<file path="config.mk">
export PLATFORM = sky130hd
export DESIGN_NAME = ram_image_writer
export DESIGN_NICKNAME = d
export VERILOG_FILES = /design/src/rtl/ram_image_writer_pkg.sv /design/src/rtl/ram_image_writer_byte_word_packer.sv /design/src/rtl/ram_image_writer.sv
export SDC_FILE = /design/constraint.sdc
export NUM_CORES = 1
export LEC_CHECK = 0
export ABC_AREA = 1
export CELL_PAD_IN_SITES_DETAIL_PLACEMENT = 2
export CELL_PAD_IN_SITES_GLOBAL_PLACEMENT = 2
export CORE_MARGIN = 2
export CORE_UTILIZATION = 27
export DETAILED_ROUTE_END_ITERATION = 16
export GPL_TIMING_DRIVEN = 0
export HOLD_SLACK_MARGIN = 0.15
export PLACE_DENSITY = 0.85
export SYNTH_ARGS = -nofsm -noshare
export SYNTH_HDL_FRONTEND = slang
export SYNTH_SLANG_ARGS = --single-unit
</file>
<file path="constraint.sdc">
create_clock -name clk -period 3.3 [get_ports clk]
set_clock_uncertainty 0.1 [all_clocks]
set_input_delay 0.495 -clock clk [delete_from_list [all_inputs] [get_ports clk]]
set_output_delay 0.495 -clock clk [all_outputs]
set_load 0.005 [all_outputs]
</file>
<file path="src/rtl/ram_image_writer_pkg.sv">
// ram_image_writer_pkg
// Shared definitions for the memory image writer and its byte packer:
// FSM state encoding, bytes per memory word and the memory port widths.
package ram_image_writer_pkg;

  localparam int MEM_ADDR_WIDTH = 16;
  localparam int MEM_DATA_WIDTH = 32;
  localparam int WORD_BYTES     = 4;

  // Byte index width inside one memory word.
  localparam int BYTE_IDX_WIDTH = $clog2(WORD_BYTES);

  typedef enum logic [1:0] {
    IDLE    = 2'd0,
    COLLECT = 2'd1,
    WRITE   = 2'd2,
    DONE    = 2'd3
  } writer_state_t;

endpackage

</file>
<file path="src/rtl/ram_image_writer_byte_word_packer.sv">
// byte_word_packer
// Assembles a little-endian memory word from a byte stream.
// Ports:
//   clk, reset        clock and asynchronous active-high reset
//   clear_i           restart assembly at byte 0 with an empty buffer
//   accept_i          a byte transfers this cycle
//   byte_i            byte being transferred
//   word_next_o       buffer contents with byte_i merged at the current index
//   word_complete_o   the transfer this cycle fills the last byte of the word
module byte_word_packer
  import ram_image_writer_pkg::*;
(
  input  logic                      clk,
  input  logic                      reset,
  input  logic                      clear_i,
  input  logic                      accept_i,
  input  logic [7:0]                byte_i,
  output logic [MEM_DATA_WIDTH-1:0] word_next_o,
  output logic                      word_complete_o
);

  logic [BYTE_IDX_WIDTH-1:0] byte_idx_q;
  logic [MEM_DATA_WIDTH-1:0] buffer_q;

  // Byte k lands in bits [8k+7:8k]; the completed word is offered
  // combinationally so the writer can register it on the last handshake.
  always_comb begin
    word_next_o = buffer_q;
    word_next_o[{byte_idx_q, 3'b000} +: 8] = byte_i;
  end

  assign word_complete_o = accept_i && (byte_idx_q == BYTE_IDX_WIDTH'(WORD_BYTES - 1));

  // The index wraps naturally after the last byte, so each new word
  // starts at byte 0 without an explicit clear.
  always_ff @(posedge clk or posedge reset) begin
    if (reset) begin
      byte_idx_q <= '0;
      buffer_q   <= '0;
    end else if (clear_i) begin
      byte_idx_q <= '0;
      buffer_q   <= '0;
    end else if (accept_i) begin
      byte_idx_q <= byte_idx_q + BYTE_IDX_WIDTH'(1);
      buffer_q   <= word_next_o;
    end
  end

endmodule

</file>
<file path="src/rtl/ram_image_writer.sv">
// ram_image_writer
// Loads a byte stream into RAM as little-endian 32-bit words at
// base, base+4, base+8, ... (the layout the boot ROM serves).
// Ports:
//   clk, reset     clock and asynchronous active-high reset
//   start          command strobe, honoured only while idle
//   base_addr      first byte address (low two bits ignored)
//   word_count     number of words to write (0 completes immediately)
//   in_byte/in_valid/in_ready   byte stream handshake
//   mem_address/mem_data/mem_write   one-cycle RAM write port
//   busy           command in progress
//   done           one-cycle completion pulse
//   wrap_error     sticky: the address ran past the top of memory
module ram_image_writer
  import ram_image_writer_pkg::*;
#(
  parameter int ADDR_WIDTH  = MEM_ADDR_WIDTH,
  parameter int COUNT_WIDTH = 16
) (
  input  logic                      clk,
  input  logic                      reset,
  input  logic                      start,
  input  logic [ADDR_WIDTH-1:0]     base_addr,
  input  logic [COUNT_WIDTH-1:0]    word_count,
  input  logic [7:0]                in_byte,
  input  logic                      in_valid,
  output logic                      in_ready,
  output logic [ADDR_WIDTH-1:0]     mem_address,
  output logic [MEM_DATA_WIDTH-1:0] mem_data,
  output logic                      mem_write,
  output logic                      busy,
  output logic                      done,
  output logic                      wrap_error
);

  localparam logic [ADDR_WIDTH-1:0] TOP_WORD_ADDR = {{(ADDR_WIDTH-2){1'b1}}, 2'b00};

  writer_state_t             state_q;
  logic [ADDR_WIDTH-1:0]     addr_q, addr_d;
  logic [COUNT_WIDTH-1:0]    remaining_q, remaining_d;
  logic                      in_ready_q, mem_write_q, busy_q, done_q, wrap_error_q;
  logic [ADDR_WIDTH-1:0]     mem_address_q;
  logic [MEM_DATA_WIDTH-1:0] mem_data_q;

  logic                      accept, start_accepted, word_complete;
  logic [MEM_DATA_WIDTH-1:0] word_next;
  logic                      unused_base_bits;

  // Base address is forced word-aligned, so its low bits never matter.
  assign unused_base_bits = ^base_addr[1:0];

  assign accept         = (state_q == COLLECT) && in_valid && in_ready_q;
  assign start_accepted = (state_q == IDLE) && start;
  assign addr_d         = addr_q + ADDR_WIDTH'(WORD_BYTES);
  assign remaining_d    = remaining_q - COUNT_WIDTH'(1);

  byte_word_packer u_packer (
    .clk             (clk),
    .reset           (reset),
    .clear_i         (start_accepted),
    .accept_i        (accept),
    .byte_i          (in_byte),
    .word_next_o     (word_next),
    .word_complete_o (word_complete)
  );

  // Command FSM. Outputs are registered alongside the state so each one
  // reflects the state being entered; mem_write and done default low so
  // they can only ever last a single cycle.
  always_ff @(posedge clk or posedge reset) begin
    if (reset) begin
      state_q       <= IDLE;
      addr_q        <= '0;
      remaining_q   <= '0;
      in_ready_q    <= 1'b0;
      mem_write_q   <= 1'b0;
      busy_q        <= 1'b0;
      done_q        <= 1'b0;
      wrap_error_q  <= 1'b0;
      mem_address_q <= '0;
      mem_data_q    <= '0;
    end else begin
      mem_write_q <= 1'b0;
      done_q      <= 1'b0;
      case (state_q)
        IDLE: begin
          if (start) begin
            addr_q       <= {base_addr[ADDR_WIDTH-1:2], 2'b00};
            remaining_q  <= word_count;
            wrap_error_q <= 1'b0;
            busy_q       <= 1'b1;
            if (word_count == '0) begin
              state_q <= DONE;
              done_q  <= 1'b1;
            end else begin
              state_q    <= COLLECT;
              in_ready_q <= 1'b1;
            end
          end
        end
        COLLECT: begin
          if (word_complete) begin
            state_q       <= WRITE;
            in_ready_q    <= 1'b0;
            mem_write_q   <= 1'b1;
            mem_address_q <= addr_q;
            mem_data_q    <= word_next;
          end
        end
        WRITE: begin
          addr_q      <= addr_d;
          remaining_q <= remaining_d;
          // Only flag a wrap when another word will really use the wrapped address.
          if ((addr_q == TOP_WORD_ADDR) && (remaining_q > COUNT_WIDTH'(1))) begin
            wrap_error_q <= 1'b1;
          end
          if (remaining_q == COUNT_WIDTH'(1)) begin
            state_q <= DONE;
            done_q  <= 1'b1;
          end else begin
            state_q    <= COLLECT;
            in_ready_q <= 1'b1;
          end
        end
        DONE: begin
          state_q <= IDLE;
          busy_q  <= 1'b0;
        end
        default: begin
          state_q    <= IDLE;
          busy_q     <= 1'b0;
          in_ready_q <= 1'b0;
        end
      endcase
    end
  end

  assign in_ready    = in_ready_q;
  assign mem_write   = mem_write_q;
  assign mem_address = mem_address_q;
  assign mem_data    = mem_data_q;
  assign busy        = busy_q;
  assign done        = done_q;
  assign wrap_error  = wrap_error_q;

endmodule

</file>
==> results of run 1 <==
## cell type report
cell class                 count  area (um^2)
buffer                        31          150
clock buffer                  13          250
clock inverter                 1         8.76
fill                        2315        13000
inverter                      93          353
multi-input combinational    481         2280
sequential                   109         2730
tap                          270          338
timing repair buffer          95          981
## state kept, by name, summed over array words and instances (netlist names)
name and count:
wrap_error 1, addr_q 14, remaining_q 16, state_q 2, in_ready 1, busy 1, done 1, mem_write 1
mem_address 14, u_packer.buffer_q 24, mem_data 32, u_packer.byte_idx_q 2
## through the flow
step	instance area, um^2	worst slack, ps	power (mW)	cells
2_1_floorplan	5510	1390	3.58	714
3_3_place_gp	6770	143	4.65	1076
3_5_place_dp	6830	643	4.83	1079
4_1_cts	7090	611	5.89	1093
5_1_grt	7090	412	6.27	1093
6_report	7090	612	5.80	1093
## where the power goes
| part | internal, mW | switching (mW) | leakage, nW | total, mW |
|---|---|---|---|---|
| Sequential | 1.82 | 0.364 | 1.39 | 2.19 |
| Combinational | 1.02 | 1.57 | 1.73 | 2.59 |
| Clock | 0.528 | 0.497 | 0.126 | 1.03 |
| Total | 3.37 | 2.43 | 3.24 | 5.80 |
## cell usage after synthesis, drive strengths merged, types with 8 or more instances
library cell,count
ha,8
nand3,46
o21ai,72
a21oi,11
inv,93
clkbuf,12
a22oi,8
o22ai,33
nand2,191
nand4,11
dfrtp,109
nor2,78
buf,19
## worst max path at each step
stage,slack (ps),cells after the start,to
CTS,610,8,mem_data[5]
global route,410,8,mem_data[5]
finish,610,8,mem_data[5]
floorplan,1390,1,addr_q[10]
detailed placement,640,8,mem_data[5]
global placement,140,2,remaining_q[15]
## cells by family after synthesis
| group | synth area share, % |
|---|---|
| AOI/OAI and AO/OA | 13.3 |
| other | 0.0681 |
| xor gates and xnor gates | 1.11 |
| DFF | 49.5 |
| adders and majority gates | 1.82 |
| and+or+nand+nor | 25.1 |
| buffers and inverters | 9.07 |
## placed cells by master, fill, tap and decap left out, types with 11 or more instances in the layout
cell type,instances
nand2_1,188
dfrtp_1,109
clkdlybuf4s50_1,92
inv_1,89
nor2_1,75
o21ai_0,50
nand3_1,46
o22ai_1,33
o21ai_1,22
buf_2,15
clkbuf_1,15
a21oi_1,11
nand4_1,11
## worst reg2reg max path, cell delays in order (launching register included)
cell	delay, ps
dfrtp_1	420
clkbuf_1	210
inv_1	250
ha_1	210
clkbuf_1	390
nand4_1	470
o22ai_1	290
inv_1	90
o21ai_1	170
## metal layers
metal  global-route usage (%)  vias to the layer above
met2                     36.5                      103
met5                        0                        -
li1                         -                     2501
met1                     23.4                     2652
met4                     3.54                        0
met3                     3.39                       16
==> flow_summary.yaml, run 1 <==
status:
  status: "completed"
cts:
  cts_hold_buf: 0
  cts_setup_buffers: 0
  clockBufferDepth: 2
  numCtsBuffers: 9
  path_clk_slew_ps: 70
  cts_resized: 0
  cts_tree: "yes"
  clock_sinks: 109
  insertion_delay_ps: 360
  h-tree-depth: 3
  clockRootBuffer: "clkbuf_16"
job:
  cap_viol_max_count: 0
sta:
  rsz0062_at_grt: "no"
  relSlewSlack_pct: 49.2
  tns_ps: 0
  timing.fmax_mhz: 372
  min_period_ps: 2690
  finalCritPeriodShare_pct: 81.5
  tightest_slew_ps: 756
  maxSlewViolCount: 0
  setup_violations: 0
  worst_hold_slack_ps: 385
  hold_viol: 0
setup_path:
  cp-start-kind: "flip-flop"
  timing.rr.start: "u_packer.byte_idx_q[0]"
  crit_family: "buffers and inverters"
  path_class: "flip-flop to flip-flop"
  endpoint_kind: "flip-flop"
  rr_endpoint: "mem_data[5]"
  crit_chain: "clkbuf_1 > inv_1 > ha_1 > clkbuf_1 > nand4_1 > o22ai_1 > inv_1 > o21ai_1"
  required_ps: 3470
  max_stage_delay_ps: 470
  cp.arrival_ps: 2860
  r2r_setup_slack_ps: 610
  slowest_stage: "nand4_1"
  ff2ff_path_depth: 8
  critPathLaunch: "u_packer.byte_idx_q[0]"
  crit_buf_inv: 4
  cp_max_fo: 9
route:
  dr.pass1.iters: 4
  ant_nets: 0
  top_layer: "met4"
  wl_per_cell_um: 18.4
  vias_per_cell: 4.82
  drt-met1-wl_mm: 8.37
  via_count: 5272
  drt_iter0_drc: 159
  route.met2.wl_mm: 10.8
  route.detailed.drc: 0
  wirelength_mm: 20.1
  wl_met3_um: 729
yosys:
  synth_cell_types: 30
  synth_top_cell_area_share_pct: 49.5
  yosysSeqAreaShare_pct: 49.5
  yosys.area.top_type: "dfrtp_1"
  synth_warnings: 0
  ys_seq_elements: 109
  async_flop_share_pct: 100
  ys.flop_type: "dfrtp_1"
  syn_area_per_cell_um2: 7.72
  synth.cell_area_um2: 5510
  synth_edf_count: 0
  ys_top_cells_by_area: "dfrtp_1 50%, nand2_1 13%, inv_1 6.1%"
  synth_cells: 713
hold_path:
  whs_path_depth: 2
  holdCritStartpoint: "mem_address[15]"
  hp-class: "flip-flop to flip-flop"
  worstHoldEndpoint: "mem_address[15]"
die:
  die_h_um: 147
  die_w_um: 147
  die-area_um2: 21500
  ios: 97
  start_util_pct: 27.4
  core_area_um2: 20100
  rows: 52
final_layout:
  num-nets-final: 872
  post-route-util_pct: 35.3
  drive_gt1_share_pct: 5.10
  syn2layout_area_growth_pct: 28.8
  diodes: 0
placed_design:
  portBuffers: 92
  globalplace.congestion: 0.854
  dp_hpwl_mm: 15.5
power:
  max-vdd-ir-drop_mv: 0.315
  leakagePower_nw: 3.24
  power_density_nw_per_um2: 818
global_route:
  grt-ovfl-total: 0
  grt_pass1_wl_mm: 32.5
  grt_usage_pct: 19.4
  grt_max_degree: 37
  grt_pass1_vias: 5771
  antenna_found_initial: 0
Power figures use the tool's default switching activity.
==> inputs of run 2 (changes only) <==
==> constraint.sdc (replaced) <==
create_clock -name clk -period 2.3 [get_ports clk]
set_clock_uncertainty 0.1 [all_clocks]
set_input_delay 0.345 -clock clk [delete_from_list [all_inputs] [get_ports clk]]
set_output_delay 0.345 -clock clk [all_outputs]
set_load 0.005 [all_outputs]
==> run 2 against run 1 <==
Global-route usage about the same. Register-to-register slack worse by 420 ps. Combinational power up 44%. Critical path depth unchanged. Sequential power up 44%. Clock power up 43%. Final cell count down 0.18%. Clock-buffer cell count unchanged. Critical path type unchanged. Largest power group unchanged. Highest routed layer unchanged.
==> flow_summary.yaml, run 2 (synthesis results as in run 1) <==
route:
  via_count: 5264
  drt_iter0_drc: 168
  dr.pass1.iters: 4
  wirelength_mm: 20.1
  vias_per_cell: 4.82
  ant_nets: 0
  route.detailed.drc: 0
  wl_per_cell_um: 18.4
final_layout:
  syn2layout_area_growth_pct: 28.9
  regArea_um2: 2730
  largest_reg_flops: 32
  final_common_cell: "nand2_1"
  drive_gt1_share_pct: 5.60
  multi_input_area_um2: 2290
  post-route-util_pct: 35.3
  num-nets-final: 870
  final_cell_mix: "188 x nand2_1, 108 x dfrtp_1, 92 x clkdlybuf4s50_1, 89 x inv_1, 74 x nor2_1"
  diodes: 0
  nFillCells: 2307
  stdcell_count: 1091
sta:
  worst_hold_slack_ps: 279
  timing.fmax_mhz: 474
  finalCritPeriodShare_pct: 91.8
  tightest_slew_ps: 751
  min_period_ps: 2110
  relSlewSlack_pct: 49.6
  hold_viol: 0
  setup_violations: 0
  rsz0062_at_grt: "no"
  maxSlewViolCount: 0
power:
  power_density_nw_per_um2: 1180
  leakagePower_nw: 3.24
  max-vdd-ir-drop_mv: 0.433
placed_design:
  placed_cells: 1079
  dp_hpwl_mm: 15.5
  globalplace.congestion: 0.854
  portBuffers: 92
global_route:
  grtUsageMet1_pct: 23.3
  grt_max_degree: 37
  antenna_found_initial: 0
  grtUsageMet2_pct: 36.7
  grt-ovfl-total: 0
  grt_usage_pct: 19.4
  busiest_layer: "met2"
  grt_pass1_wl_mm: 32.4
  met3_usage_pct: 3.35
  grt_pass1_vias: 5755
setup_path:
  path_class: "flip-flop to flip-flop"
  endpoint_kind: "flip-flop"
  cp_max_fo: 10
  r2r_setup_slack_ps: 190
  required_ps: 2480
  rr_endpoint: "mem_data[22]"
  timing.rr.start: "u_packer.byte_idx_q[0]"
  cp-start-kind: "flip-flop"
  ff2ff_path_depth: 8
  cp.arrival_ps: 2290
cts:
  insertion_delay_ps: 360
  cts_tree: "yes"
  clockRootBuffer: "clkbuf_16"
  clock_sinks: 109
  h-tree-depth: 3
  clockBufferDepth: 2
  cts_hold_buf: 0
  path_clk_slew_ps: 70
  numCtsBuffers: 9
die:
  die_h_um: 147
  ios: 97
  rows: 52
  core_area_um2: 20100
  die-area_um2: 21500
  start_util_pct: 27.4
  die_w_um: 147
hold_path:
  hp-class: "primary input to async pin"
job:
  cap_viol_max_count: 0
status:
  status: "completed"
-- run 2: cell count changes in the layout (fill, tap and decap cells not counted), sizes merged --
cell    previous run  this run
clkbuf            25        22
buf               22        23
-- run 2: area by class of cell --
| class | instances | share of cell area, % |
|---|---|---|
| Buffer | 28 | 1.96 |
| Clock buffer | 13 | 3.53 |
| Clock inverter | 1 | 0.123 |
| Inverter | 93 | 4.97 |
| Multi-Input combinational cell | 481 | 32.3 |
| Sequential cell | 109 | 38.5 |
| Tap cell | 270 | 4.76 |
| Timing Repair Buffer | 96 | 13.9 |
-- run 2: power breakdown --
group / switching [mW] / internal, mW
Combinational: 2.25 / 1.48
Sequential: 0.535 / 2.62
Clock: 0.715 / 0.758
-- run 2: stage by stage --
step	setup slack (ps)	TNS, ps	area (um^2)	power (mW)
6_report	189	0	7100	8.36
5_1_grt	12.9	0	7100	9.03
4_1_cts	4.00	0	7090	8.47
3_5_place_dp	-357	-5590	6830	6.93
3_3_place_gp	-707	-77880	6770	6.67
2_1_floorplan	385	0	5510	5.13
-- run 2: per-layer routing --
metal | vias up | part of all wire [%]
met5 | - | 0
met4 | 0 | 0.81
met3 | 14 | 3.2
met2 | 91 | 54
met1 | 2660 | 42
li1 | 2499 | -
-- run 2: worst max-delay path, cell delays in order, from the launching register on --
cell and delay (ps):
dfrtp_2 470, inv_1 180, ha_1 350, inv_1 120
nor2_1 190, nand3_2 170, o22ai_1 210, inv_1 100
o21ai_0 140
-- run 2: worst max path at each step --
stage,start,endpoint,slack (ps),cells past startpoint
after floorplan,u_packer.byte_idx_q[0],mem_data[2],390,8
after global placement,reset,remaining_q[15],-710,2
after detailed placement,u_packer.byte_idx_q[0],mem_data[5],-360,8
after CTS,u_packer.byte_idx_q[0],mem_data[22],4,8
after global routing,u_packer.byte_idx_q[0],mem_data[22],10,8
final,u_packer.byte_idx_q[0],mem_data[22],190,8
-- run 2: what timing repair did --
| item | in CTS | in global routing |
|---|---|---|
| pin swaps | 1 | 0 |
| endpoints found under the setup margin | 29 | 33 |
| resized for setup | 0 | 3 |
| buffers inserted | 1 | 0 |
